<file path="src/rtl/manchester_serial_tx.sv">
// Serial Manchester transmitter: valid/ready word in, MSB-first line out.
// Define MANCH_TX_PARITY_EN to append an even-parity bit after bit 0.
module manchester_serial_tx #(
    parameter int DATA_W   = 8,
    parameter int HALF_CYC = 4,
    parameter int CNT_W    = 8
) (
    input  logic                          clk,
    input  logic                          rst_n,
    input  logic                          ena,
    input  logic [DATA_W-1:0]             in_data,
    input  logic                          in_mode,
    input  logic                          in_valid,
    output logic                          in_ready,
    output logic                          tx_out,
    output logic                          tx_active,
    output logic                          tx_done,
    output logic [$clog2(DATA_W+1)-1:0]   bit_idx
);

    localparam int IDX_W = $clog2(DATA_W + 1);
    localparam logic [CNT_W-1:0] CNT_MAX = CNT_W'(HALF_CYC - 1);
    localparam logic [IDX_W-1:0] IDX_TOP = IDX_W'(DATA_W - 1);
`ifdef MANCH_TX_PARITY_EN
    localparam logic [IDX_W-1:0] IDX_LAST = IDX_W'(DATA_W);
`else
    localparam logic [IDX_W-1:0] IDX_LAST = '0;
`endif

    typedef enum logic [1:0] {
        IDLE = 2'd0,
        SEND = 2'd1,
        DONE = 2'd2
    } state_t;

    state_t              state_q, state_d;
    logic [DATA_W-1:0]   shift_q, shift_d;
    logic                mode_q, mode_d;
    logic                half_q, half_d;
    logic [CNT_W-1:0]    cnt_q, cnt_d;
    logic [IDX_W-1:0]    idx_q, idx_d;
    logic                tx_q, tx_d;
    logic                ready_q, ready_d;
    logic [DATA_W-1:0]   shifted;
    logic                next_bit;
    logic [IDX_W-1:0]    next_idx;
`ifdef MANCH_TX_PARITY_EN
    logic                par_q, par_d;
`endif

    always_comb begin
        shifted = shift_q << 1;
`ifdef MANCH_TX_PARITY_EN
        // After bit 0 the stored parity bit takes the line, reported as index DATA_W.
        next_bit = (idx_q == '0) ? par_q : shifted[DATA_W-1];
        next_idx = (idx_q == '0) ? IDX_LAST : idx_q - 1'b1;
`else
        next_bit = shifted[DATA_W-1];
        next_idx = idx_q - 1'b1;
`endif
    end

    always_comb begin
        state_d = state_q;
        shift_d = shift_q;
        mode_d  = mode_q;
        half_d  = half_q;
        cnt_d   = cnt_q;
        idx_d   = idx_q;
        tx_d    = tx_q;
        ready_d = ready_q;
`ifdef MANCH_TX_PARITY_EN
        par_d   = par_q;
`endif
        if (ena) begin
            unique case (state_q)
                IDLE: begin
                    if (in_valid && ready_q) begin
                        shift_d = in_data;
                        mode_d  = in_mode;
                        half_d  = 1'b0;
                        cnt_d   = '0;
                        idx_d   = IDX_TOP;
                        // First half equals the bit in mode 0, its inverse in mode 1.
                        tx_d    = in_data[DATA_W-1] ^ in_mode;
                        state_d = SEND;
`ifdef MANCH_TX_PARITY_EN
                        par_d   = ^in_data;
`endif
                    end
                end
                SEND: begin
                    if (cnt_q == CNT_MAX) begin
                        cnt_d = '0;
                        if (!half_q) begin
                            half_d = 1'b1;
                            tx_d   = ~tx_q;
                        end else if (idx_q == IDX_LAST) begin
                            half_d  = 1'b0;
                            tx_d    = 1'b0;
                            state_d = DONE;
                        end else begin
                            half_d  = 1'b0;
                            shift_d = shifted;
                            idx_d   = next_idx;
                            tx_d    = next_bit ^ mode_q;
                        end
                    end else begin
                        cnt_d = cnt_q + 1'b1;
                    end
                end
                DONE: state_d = IDLE;
                default: state_d = IDLE;
            endcase
            ready_d = (state_d == IDLE);
        end
    end

    always_ff @(posedge clk or negedge rst_n) begin
        if (!rst_n) begin
            state_q <= IDLE;
            shift_q <= '0;
            mode_q  <= 1'b0;
            half_q  <= 1'b0;
            cnt_q   <= '0;
            idx_q   <= '0;
            tx_q    <= 1'b0;
            ready_q <= 1'b0;
        end else begin
            state_q <= state_d;
            shift_q <= shift_d;
            mode_q  <= mode_d;
            half_q  <= half_d;
            cnt_q   <= cnt_d;
            idx_q   <= idx_d;
            tx_q    <= tx_d;
            ready_q <= ready_d;
        end
    end

`ifdef MANCH_TX_PARITY_EN
    always_ff @(posedge clk or negedge rst_n) begin
        if (!rst_n) begin
            par_q <= 1'b0;
        end else begin
            par_q <= par_d;
        end
    end
`endif

    assign in_ready  = ready_q;
    assign tx_out    = tx_q;
    assign bit_idx   = idx_q;
    assign tx_active = (state_q == SEND);
    // A DONE reached while frozen is only reported once ena returns.
    assign tx_done   = (state_q == DONE) && ena;

endmodule

</file>
<file path="config.mk">
export PLATFORM = sky130hd
export DESIGN_NAME = manchester_serial_tx
export DESIGN_NICKNAME = d
export VERILOG_FILES = /design/src/rtl/manchester_serial_tx.sv
export SDC_FILE = /design/constraint.sdc
export NUM_CORES = 1
export LEC_CHECK = 0
export ABC_AREA = 0
export CORE_UTILIZATION = 46
export CTS_BUF_LIST = sky130_fd_sc_hd__clkbuf_2
export CTS_CLUSTER_SIZE = 10
export DETAILED_ROUTE_END_ITERATION = 6
export PLACE_DENSITY = 0.85
export SLEW_MARGIN = 20
export SYNTH_ARGS = -nofsm -noshare
export SYNTH_HDL_FRONTEND = slang
export SYNTH_SLANG_ARGS = --single-unit
export TNS_END_PERCENT = 1
</file>
<file path="constraint.sdc">
create_clock -name clk -period 2 [get_ports clk]
set_input_delay 0.4 -clock clk [delete_from_list [all_inputs] [get_ports clk]]
set_output_delay 0.4 -clock clk [all_outputs]
set_load 0.03 [all_outputs]
</file>
==> results.md, run 1 <==
* Status: finished with violations
* Failing checks: negative setup slack
* Crit. End Element: flop
* First-pass GRT wire length at 5050 um
* Seq pwr share at 0.432
* CTS tree: built
* Total I/O pin count at 21
* Yosys Warn Count at 0
* Via density at 5.46
* Max-slew headroom at 0.760
* Cells after synthesis at 120
* Vias post-DR at 1,059
* Detail-routed net length per standard cell at 15.0 um
* Root Buffer: clkbuf_2
* Number of port buffers at 20
* Initial antenna violation count at 0
* Largest net degree at the start of global routing at 26
* RSZ-0062 raised after global routing: yes
* Die ar. at 0.00309 mm2
* Rows at 19
* Post-Route WL at 2920 um
* Clk buf depth at 2
* Core Area at 0.00273 mm2
* Final setup viols at 16
* Top_reg_cell synth: dfrtp_1
* Leakage at 0.000866 uW
* Antenna cells at 0
* DRT Pass-1 Iters at 4
* Initial Util at 0.482
* Slew Limit Fails at 0
* Vias in the first global route at 1,094
* Maxcap violations at 0
* Routability cong. at 0.768
* Total CTS buffers at 3
* EDFF count, synth at 0
* DP Wirelength at 2190 um
* Skew-Pair Late Insertion Delay at 0.34 ns
* Drc violations at 0
* Measured slew at the worst slew-check pin at 0.359 ns
* Max Fanout on Critical Path at 3
* Filler Cell Count at 211
* Peak supply drop at 0.718 mV
* Synth Cell Area at 0.00132 mm2
* FF+latch count, synth at 25
* Layout cells sized above 1 at 0.325
* Final period util at 1.05
* Setup WS pre-CTS at -0.0897 ns
* Pwr/cell area at 974 mW/mm2
* Switching share of total power at 0.345
* Internal power at 1140 uW
* Syn-to-layout area delta at 34.8%
* Combinational Power Share at 0.452
* Hold WS at 0.364 ns
* Dpl cell area at 0.00172 mm2
* Clock slew at reported path FFs at 0.22 ns
* Routed Antenna Nets at 0
* Crit path arrival time at 2.36 ns
* H-Tree Depth at 1
* Async SR Flop Fraction at 1.00
* Final hold viol count at 0
* CP max stage delay at 0.48 ns
* Die Wd at 55.5 um
* GR Overflow Total at 0
* Final net count at 179
* P_sw at 597 uW
* Setup crit start kind: flop
* End-of-flow core utilization at 0.650
* Max frequency at 478 MHz
* Register area share after synthesis at 0.474
* Final worst setup slack at -0.0911 ns
* Clock power share at 0.116
* Hold/Removal Path Class: in2async
* Syn Area/Cell at 11.0 um2
* Mapped Nets at 135
* Die H at 55.5 um
* Final critical-path required period at 2.09 ns
* Initial DRC Count at 40
* Kind of critical path: reg2reg
* CP max-delay cell: or4b_4
* Clock sink count at 25
* Req. time, crit path at 2.27 ns
* Post-synth cell types at 40
* Global Route Usage Sum at 0.210
* Worst-path cell chain: ha_1, or4b_4, or4_4, a21oi_4, mux2_4
* Final instance area at 0.00178 mm2
* Clock Skew at 0.00384 ns
-- sequential cells by signal, summed over array words and instances, names as in the netlist --
| signal | cells |
|---|---|
| cnt_q | 8 |
| shift_q | 7 |
| tx_out | 1 |
| mode_q | 1 |
| state_q | 2 |
| half_q | 1 |
| in_ready | 1 |
| bit_idx | 4 |
-- power groups by stage --
stage	Clock [uW]	Sequential [uW]	Combinational [uW]
6_report	201	748	784
5_1_grt	227	764	847
4_1_cts	208	750	789
3_5_place_dp	0	760	731
3_3_place_gp	0	753	702
2_1_floorplan	0	807	403
-- path summary, 6_finish.rpt --
check                            from    endpoint  slack (ns)  cells past startpoint
max                          cnt_q[1]      tx_out       -0.09                      5
min                             rst_n    in_ready        0.36                      2
max reg2reg                  cnt_q[1]      tx_out       -0.09                      5
min reg2reg                shift_q[4]  shift_q[4]        0.54                      1
max in group asynchronous       rst_n  bit_idx[0]        1.38                      2
min in group clk           shift_q[4]  shift_q[4]        0.54                      1
-- stage by stage --
step	TNS (ns)	total power [uW]	cells
finish	-0.475	1730	194
global route	-1.57	1840	194
CTS	-0.375	1750	194
detailed placement	-0.765	1490	189
global placement	-0.0290	1460	189
floorplan	-0.764	1210	120
-- cell type report --
class / instances / area [um2] / share of cell area
sequential: 25 / 628 / 0.353
inverter: 7 / 26.3 / 0.0148
tap: 31 / 38.8 / 0.0218
clock buffer: 4 / 20.0 / 0.0113
multi-input combinational: 85 / 697 / 0.392
timing repair buffer: 42 / 368 / 0.207
-- metal layers --
metal | GRT usage | share of wire | vias to the layer above
met5 | 0 | 0 | -
met4 | 0.0536 | 0.013 | 0
met3 | 0.0445 | 0.038 | 5
met2 | 0.370 | 0.51 | 24
met1 | 0.260 | 0.44 | 518
li1 | - | - | 512
-- Yosys cell counts, drive strengths merged, types with 3 or more instances --
cell type  count  share of area
clkbuf         3         0.0085
dfrtp         25           0.47
nor2          14          0.040
mux2          15           0.13
a21oi          3          0.020
inv            7          0.020
o21ai          3          0.014
xor2           4          0.027
nand2          4          0.011
xnor2          4          0.027
and3           4          0.019
nand3          3          0.011
-- logic make-up after synthesis --
logic type | after synthesis | synth area share
buffers and inverters | 10 | 0.0285
adders and majority gates | 2 | 0.0190
DFF | 25 | 0.474
muxes | 16 | 0.141
AOI/OAI and AO/OA | 16 | 0.0930
xor gates and xnor gates | 8 | 0.0531
and+or+nand+nor | 43 | 0.191
-- what timing repair did --
item / in CTS / in global routing
resized for setup: 7 / 3
buffers inserted: 1 / 0
setup endpoints to repair: 18 / 21
hold buffers: 0 / 0
pin swaps: 1 / 1
gates cloned: 0 / 0
-- placed cells by master (no fill, tap or decap), types with 2 or more instances in the layout --
cell and count:
clkbuf_2 4, dlymetal6s2s_1 3, nand3_1 3, dfrtp_2 2, xnor2_1 4, xor2_1 4
mux2_4 8, nand4_1 2, inv_1 7, o22ai_1 2, mux2_2 7, nand2_1 4
clkdlybuf4s50_1 15, nor2_1 14, nor2b_1 2, and3_1 4, buf_4 24, dfrtp_1 23
nor3_1 2, o21ai_0 2, a21oi_1 2, a21o_1 2
-- critical path: cells and delay by family, from the launching register on --
| family | cells | cell delay, ns |
|---|---|---|
| adder cells (fa/ha/maj) | 1 | 0.17 |
| AND/OR/NAND/NOR | 2 | 0.94 |
| AO/OA/AOI/OAI | 1 | 0.19 |
| multiplexers | 1 | 0.31 |
| flip-flops | 1 | 0.41 |
Note: power is estimated with default switching activity, not from simulation.
==> run 2: changes to the inputs <==
--- a/config.mk
+++ b/config.mk
@@ -7,7 +7,6 @@
 export LEC_CHECK = 0
 export ABC_AREA = 0
 export CORE_UTILIZATION = 46
-export CTS_BUF_LIST = sky130_fd_sc_hd__clkbuf_2
 export CTS_CLUSTER_SIZE = 10
 export DETAILED_ROUTE_END_ITERATION = 6
 export PLACE_DENSITY = 0.85
==> run 2 against run 1 <==
- the run still ends with negative setup slack left
- flip-flop and latch count did not move
- first-iteration DRC count up 13%
- utilization about the same
- non-clock buffer count unchanged
- combinational power hardly changed
- global-route usage is 0.65 points lower
- clock-buffer cell count stayed put
- critical path type unchanged
- highest routed layer is now met3
==> results.md, run 2 (synthesis results as in run 1) <==
* Status: finished with violations (unchanged)
* Failing checks: negative setup slack (unchanged)
* Global Route Usage Sum at 0.203 (was 0.210)
* Number of port buffers at 20 (unchanged)
* Met3 Usage GRT at 0.0398 (was 0.0445)
* Measured slew at the worst slew-check pin at 0.360 ns (was 0.359 ns)
* M2 GR Usage at 0.368 (was 0.370)
* Largest net degree at the start of global routing at 26 (unchanged)
* Clock sink count at 25 (unchanged)
* Syn-to-layout area delta at 34.7% (was 34.8%)
* Final period util at 1.05 (about the same)
* Fin Setup TNS at -0.525 ns (was -0.475 ns)
* Vias post-DR at 1,053 (was 1,059)
* Layout cells sized above 1 at 0.325 (unchanged)
* Max Fanout on Critical Path at 3 (unchanged)
* Pwr/cell area at 989 mW/mm2 (was 974 mW/mm2)
* Most common cell after layout, fill and taps aside: buf_4 (unchanged)
* Clock slew at reported path FFs at 0.13 ns (was 0.22 ns)
* Clk buf depth at 2 (unchanged)
* Final setup viols at 16 (unchanged)
* Initial antenna violation count at 0 (unchanged)
* Setup WS pre-CTS at -0.0897 ns (unchanged)
* RSZ-0062 raised after global routing: yes (unchanged)
* Post-Route WL at 2890 um (was 2920 um)
* Hold/Removal Path Class: in2async (unchanged)
* M1 GR Usage at 0.254 (was 0.260)
* GRT busiest layer: met2 (unchanged)
* GR Overflow Total at 0 (unchanged)
* Peak supply drop at 0.804 mV (was 0.718 mV)
* Crit path arrival time at 2.30 ns (was 2.36 ns)
* Reg-to-reg slack, setup at -0.09 ns (about the same)
* Slew Limit Fails at 0 (unchanged)
* CTS tree: built (unchanged)
* R2R depth at 5 (unchanged)
* Detail-routed net length per standard cell at 14.9 um (was 15.0 um)
* Initial DRC Count at 45 (was 40)
* Skew-Pair Late Insertion Delay at 0.31 ns (was 0.34 ns)
* Total I/O pin count at 21 (unchanged)
* Req. time, crit path at 2.21 ns (was 2.27 ns)
* DRT Pass-1 Iters at 4 (unchanged)
* Clock Skew at 0.00232 ns (was 0.00384 ns)
* Total CTS buffers at 3 (unchanged)
* Initial Util at 0.482 (unchanged)
* Rows at 19 (unchanged)
* Commonest cells after routing, fill and taps aside: 24 x buf_4, 23 x dfrtp_1, 18 x clkdlybuf4s50_1, 14 x nor2_1, 8 x mux2_4 (was 24 x buf_4, 23 x dfrtp_1, 15 x clkdlybuf4s50_1, 14 x nor2_1, 8 x mux2_4)
* Max-slew headroom at 0.759 (was 0.760)
* Reg2reg start: cnt_q[1] (unchanged)
* Leakage at 0.000854 uW (was 0.000866 uW)
* End-of-flow core utilization at 0.650 (about the same)
* Final hold viol count at 0 (unchanged)
* Routed Antenna Nets at 0 (unchanged)
* Final instance area at 0.00178 mm2 (about the same)
* RR Endpoint: tx_out (unchanged)
* Hold-fix buffers at CTS at 0 (unchanged)
* DP Wirelength at 2190 um (unchanged)
* First-pass GRT wire length at 4960 um (was 5050 um)
* Final net count at 179 (unchanged)
* Final worst setup slack at -0.0905 ns (was -0.0911 ns)
* Top reg by flops: cnt_q (unchanged)
* Max reg flops at 8 (unchanged)
* Die Wd at 55.5 um (unchanged)
* Crit. End Element: flop (unchanged)
* Via density at 5.43 (was 5.46)
* Root Buffer: clkbuf_4 (was clkbuf_2)
* Kind of critical path: reg2reg (unchanged)
* Vias in the first global route at 1,078 (was 1,094)
* Maxcap violations at 0 (unchanged)
* Die H at 55.5 um (unchanged)
* Core Area at 0.00273 mm2 (unchanged)
* Max frequency at 478 MHz (about the same)
* Filler Cell Count at 217 (was 211)
* Final critical-path required period at 2.09 ns (about the same)
* Routability cong. at 0.768 (unchanged)
* Die ar. at 0.00309 mm2 (unchanged)
* Dpl cell area at 0.00172 mm2 (unchanged)
* Setup crit start kind: flop (unchanged)
* Drc violations at 0 (unchanged)
* H-Tree Depth at 1 (unchanged)
* Antenna cells at 0 (unchanged)
-- run 2: through the flow --
| step | hold WS (ns) | std cells | power (uW) |
|---|---|---|---|
| after detailed placement | 0.493 | 189 | 1490 |
| after floorplan | 0.104 | 120 | 1210 |
| final | 0.424 | 194 | 1760 |
| after global placement | 0.483 | 189 | 1460 |
| after global routing | 0.441 | 194 | 1860 |
| after CTS | 0.437 | 194 | 1740 |
-- run 2: worst max-delay path by stage --
stage,endpoint,cells past startpoint,slack (ns),start
floorplan,shift_q[3],6,-0.11,bit_idx[1]
global placement,tx_out,5,-0.01,cnt_q[1]
detailed placement,shift_q[6],6,-0.09,bit_idx[1]
CTS,half_q,5,-0.09,cnt_q[1]
global route,tx_out,5,-0.15,cnt_q[1]
finish,tx_out,5,-0.09,cnt_q[1]
-- run 2: where the power goes --
group,internal (uW),total (uW),switching [uW]
clock network,77.8,222,144
registers,652,749,96.4
logic,433,786,353
total,1160,1760,594
-- run 2: critical path, stage by stage (launching register included) --
cell and delay [ns]:
dfrtp_1 0.38, ha_1 0.17, or4b_4 0.47, or4_4 0.46, a21oi_4 0.19, mux2_4 0.31
-- run 2: area by class of cell --
cell class | count | area [um2] | share of cell area
Clock buffer | 4 | 26.3 | 0.0148
Inverter | 7 | 26.3 | 0.0148
Sequential cell | 25 | 628 | 0.354
Timing Repair Buffer | 42 | 360 | 0.203
Tap cell | 31 | 38.8 | 0.0218
Multi-Input combinational cell | 85 | 697 | 0.392
-- run 2: repair_timing --
item	CTS	global route
resized for setup	1	7
setup endpoints to repair	17	19
pin swaps	1	3
setup buffers	1	0
-- run 2: per-layer routing --
layer	part of all wire	routed length, um	vias to the layer above
li1	-	-	513
met2	0.52	1510	25
met3	0.039	112	0
met5	0	0	-
met4	0	0	0
met1	0.44	1270	515
==> run 3: changes to the inputs <==
--- a/config.mk
+++ b/config.mk
@@ -9,7 +9,8 @@
 export CORE_UTILIZATION = 46
 export CTS_CLUSTER_SIZE = 10
 export DETAILED_ROUTE_END_ITERATION = 6
-export PLACE_DENSITY = 0.85
+export PLACE_DENSITY = 0.73
+export REMOVE_ABC_BUFFERS = 1
 export SLEW_MARGIN = 20
 export SYNTH_ARGS = -nofsm -noshare
 export SYNTH_HDL_FRONTEND = slang
==> run 3 against run 2 <==
- the flow still finishes with violations (negative setup slack)
- flip-flop and latch count unchanged
- sequential share of layout area decreased by 0.066 points
- critical path depth unchanged
- combinational power increased by 0.5%
- utilization decreased by 0.14 points
- routed wire length decreased by 1.2%
- hold slack got worse by 0.016 ns
- first-iteration DRC count decreased by 49%
- clock power increased by 9%
- critical endpoint is now half_q
- largest cell class unchanged
- largest power group unchanged
==> results.md, run 3 (synthesis results as in run 1) <==
* Antenna cells at 0 (unchanged)
* Drc violations at 0 (unchanged)
* Skew-Pair Late Insertion Delay at 0.33 ns (was 0.31 ns)
* Crit. End Element: flop (unchanged)
* Max reg flops at 8 (unchanged)
* Die Wd at 55.5 um (unchanged)
* Total I/O pin count at 21 (unchanged)
* Fin Setup TNS at -0.192 ns (was -0.525 ns)
* Final critical-path required period at 2.09 ns (about the same)
* Failing checks: negative setup slack (unchanged)
* Multi-input gate area at 669 um2 (was 697 um2)
* Leakage at 0.000843 uW (was 0.000854 uW)
* Status: finished with violations (unchanged)
* Final instance area at 0.00177 mm2 (was 0.00178 mm2)
* Commonest cells after routing, fill and taps aside: 27 x buf_4, 25 x dfrtp_1, 18 x clkdlybuf4s50_1, 14 x nor2_1, 13 x mux2_2 (was 24 x buf_4, 23 x dfrtp_1, 18 x clkdlybuf4s50_1, 14 x nor2_1, 8 x mux2_4)
* Clock Skew at 0.0123 ns (was 0.00232 ns)
* Slew Limit Fails at 0 (unchanged)
* Clock sink count at 25 (unchanged)
* CTS tree: built (unchanged)
* Max-slew headroom at 0.772 (was 0.759)
* Storage element area at 626 um2 (was 628 um2)
* Detail-routed net length per standard cell at 14.5 um (was 14.9 um)
* Total CTS buffers at 3 (unchanged)
* Maxcap violations at 0 (unchanged)
* Final setup viols at 5 (was 16)
* RR Endpoint: half_q (was tx_out)
* Number of port buffers at 20 (unchanged)
* Die H at 55.5 um (unchanged)
* Peak supply drop at 0.712 mV (was 0.804 mV)
* Setup crit start kind: flop (unchanged)
* DP Wirelength at 2120 um (was 2190 um)
* Total power at 1770 uW (was 1760 uW)
* Kind of critical path: reg2reg (unchanged)
* Max frequency at 479 MHz (was 478 MHz)
* Root Buffer: clkbuf_4 (unchanged)
* Vias post-DR at 1,089 (was 1,053)
* Final hold viol count at 0 (unchanged)
* Final period util at 1.04 (was 1.05)
* Filler Cell Count at 214 (was 217)
* Routability cong. at 0.818 (was 0.768)
* Global Route Usage Sum at 0.201 (was 0.203)
* First-pass GRT wire length at 4930 um (was 4960 um)
* Clock slew at reported path FFs at 0.15 ns (was 0.13 ns)
* Hold/Removal Path Class: in2async (unchanged)
* R2R depth at 5 (unchanged)
* Layout cells sized above 1 at 0.319 (was 0.325)
* Dpl cell area at 0.00172 mm2 (about the same)
* Top reg by flops: cnt_q (unchanged)
* Crit path to: half_q (was tx_out)
* Crit path launch: cnt_q[1] (unchanged)
* Reg2reg start: cnt_q[1] (unchanged)
* Rows at 19 (unchanged)
* Routed Antenna Nets at 0 (unchanged)
* GR Overflow Total at 0 (unchanged)
* H-Tree Depth at 1 (unchanged)
* RSZ-0062 raised after global routing: yes (unchanged)
* Final net count at 182 (was 179)
* Clk buf depth at 2 (unchanged)
* Largest net degree at the start of global routing at 26 (unchanged)
* Hold-fix buffers at CTS at 0 (unchanged)
* Via density at 5.53 (was 5.43)
* Reg-to-reg slack, setup at -0.09 ns (about the same)
* Pwr/cell area at 996 mW/mm2 (was 989 mW/mm2)
* Measured slew at the worst slew-check pin at 0.340 ns (was 0.360 ns)
* Core Area at 0.00273 mm2 (unchanged)
* Die ar. at 0.00309 mm2 (unchanged)
* Post-Route WL at 2860 um (was 2890 um)
* Final worst setup slack at -0.0884 ns (was -0.0905 ns)
* Syn-to-layout area delta at 34.4% (was 34.7%)
* Most common cell after layout, fill and taps aside: buf_4 (unchanged)
* Vias in the first global route at 1,115 (was 1,078)
* Req. time, crit path at 2.24 ns (was 2.21 ns)
* Initial antenna violation count at 0 (unchanged)
* Initial Util at 0.482 (unchanged)
* Max Fanout on Critical Path at 3 (unchanged)
* DRT Pass-1 Iters at 4 (unchanged)
* Initial DRC Count at 23 (was 45)
* Crit path arrival time at 2.32 ns (was 2.30 ns)
[run 3: cell types whose count changed in the layout (fill, tap and decap cells not counted)]
cell        change
dfrtp_2         -2
dfrtp_1         +2
inv_2           -1
ha_1            +1
inv_1           +1
buf_4           +3
ha_2            -1
clkbuf_1        -1
or3b_2          +1
mux2_4          -6
mux2_2          +6
clkinvlp_4      +1
or3b_4          -1
[run 3: routing by layer]
metal	part of all wire	global-route usage
met5	0	0
met4	0.012	0.0643
met3	0.035	0.0304
met2	0.50	0.341
met1	0.45	0.263
[run 3: final cells by class]
type                    instances  area share
well taps                      31      0.0219
inverters                       7      0.0148
clock inverters                 1     0.00423
flip-flops and latches         25       0.353
clock buffers                   3      0.0127
repair buffers                 45       0.216
multi-input cells              85       0.378
[run 3: worst min-delay path by stage]
stage	endpoint
2_1_floorplan	bit_idx[0]
3_3_place_gp	shift_q[1]
3_5_place_dp	shift_q[2]
4_1_cts	cnt_q[2]
5_1_grt	cnt_q[4]
6_report	cnt_q[3]
[run 3: through the flow]
step	hold slack, ns	std cells	util	setup WS (ns)
CTS	0.419	196	0.646	-0.0862
floorplan	0.104	117	-	-0.171
global route	0.432	197	0.649	-0.138
finish	0.408	197	0.649	-0.0884
detailed placement	0.490	192	0.630	-0.0894
global placement	0.486	192	0.630	-0.0718
[run 3: timing repair]
action                                  in CTS  in global routing
endpoints found under the setup margin      15                 17
pin swaps                                    1                  0
gates resized for setup                      2                  0
buffers inserted                             0                  1
[run 3: power breakdown]
| part | internal (uW) | switching [uW] |
|---|---|---|
| registers | 651 | 83.5 |
| clock network | 76.4 | 164 |
| logic | 424 | 366 |
| total | 1150 | 614 |
[run 3: worst max-delay path, cell delays in order, from the launching register on]
cell and delay (ns):
dfrtp_1 0.39, ha_1 0.17, or4b_4 0.48, or4_4 0.46, a21oi_4 0.20, mux2_4 0.31
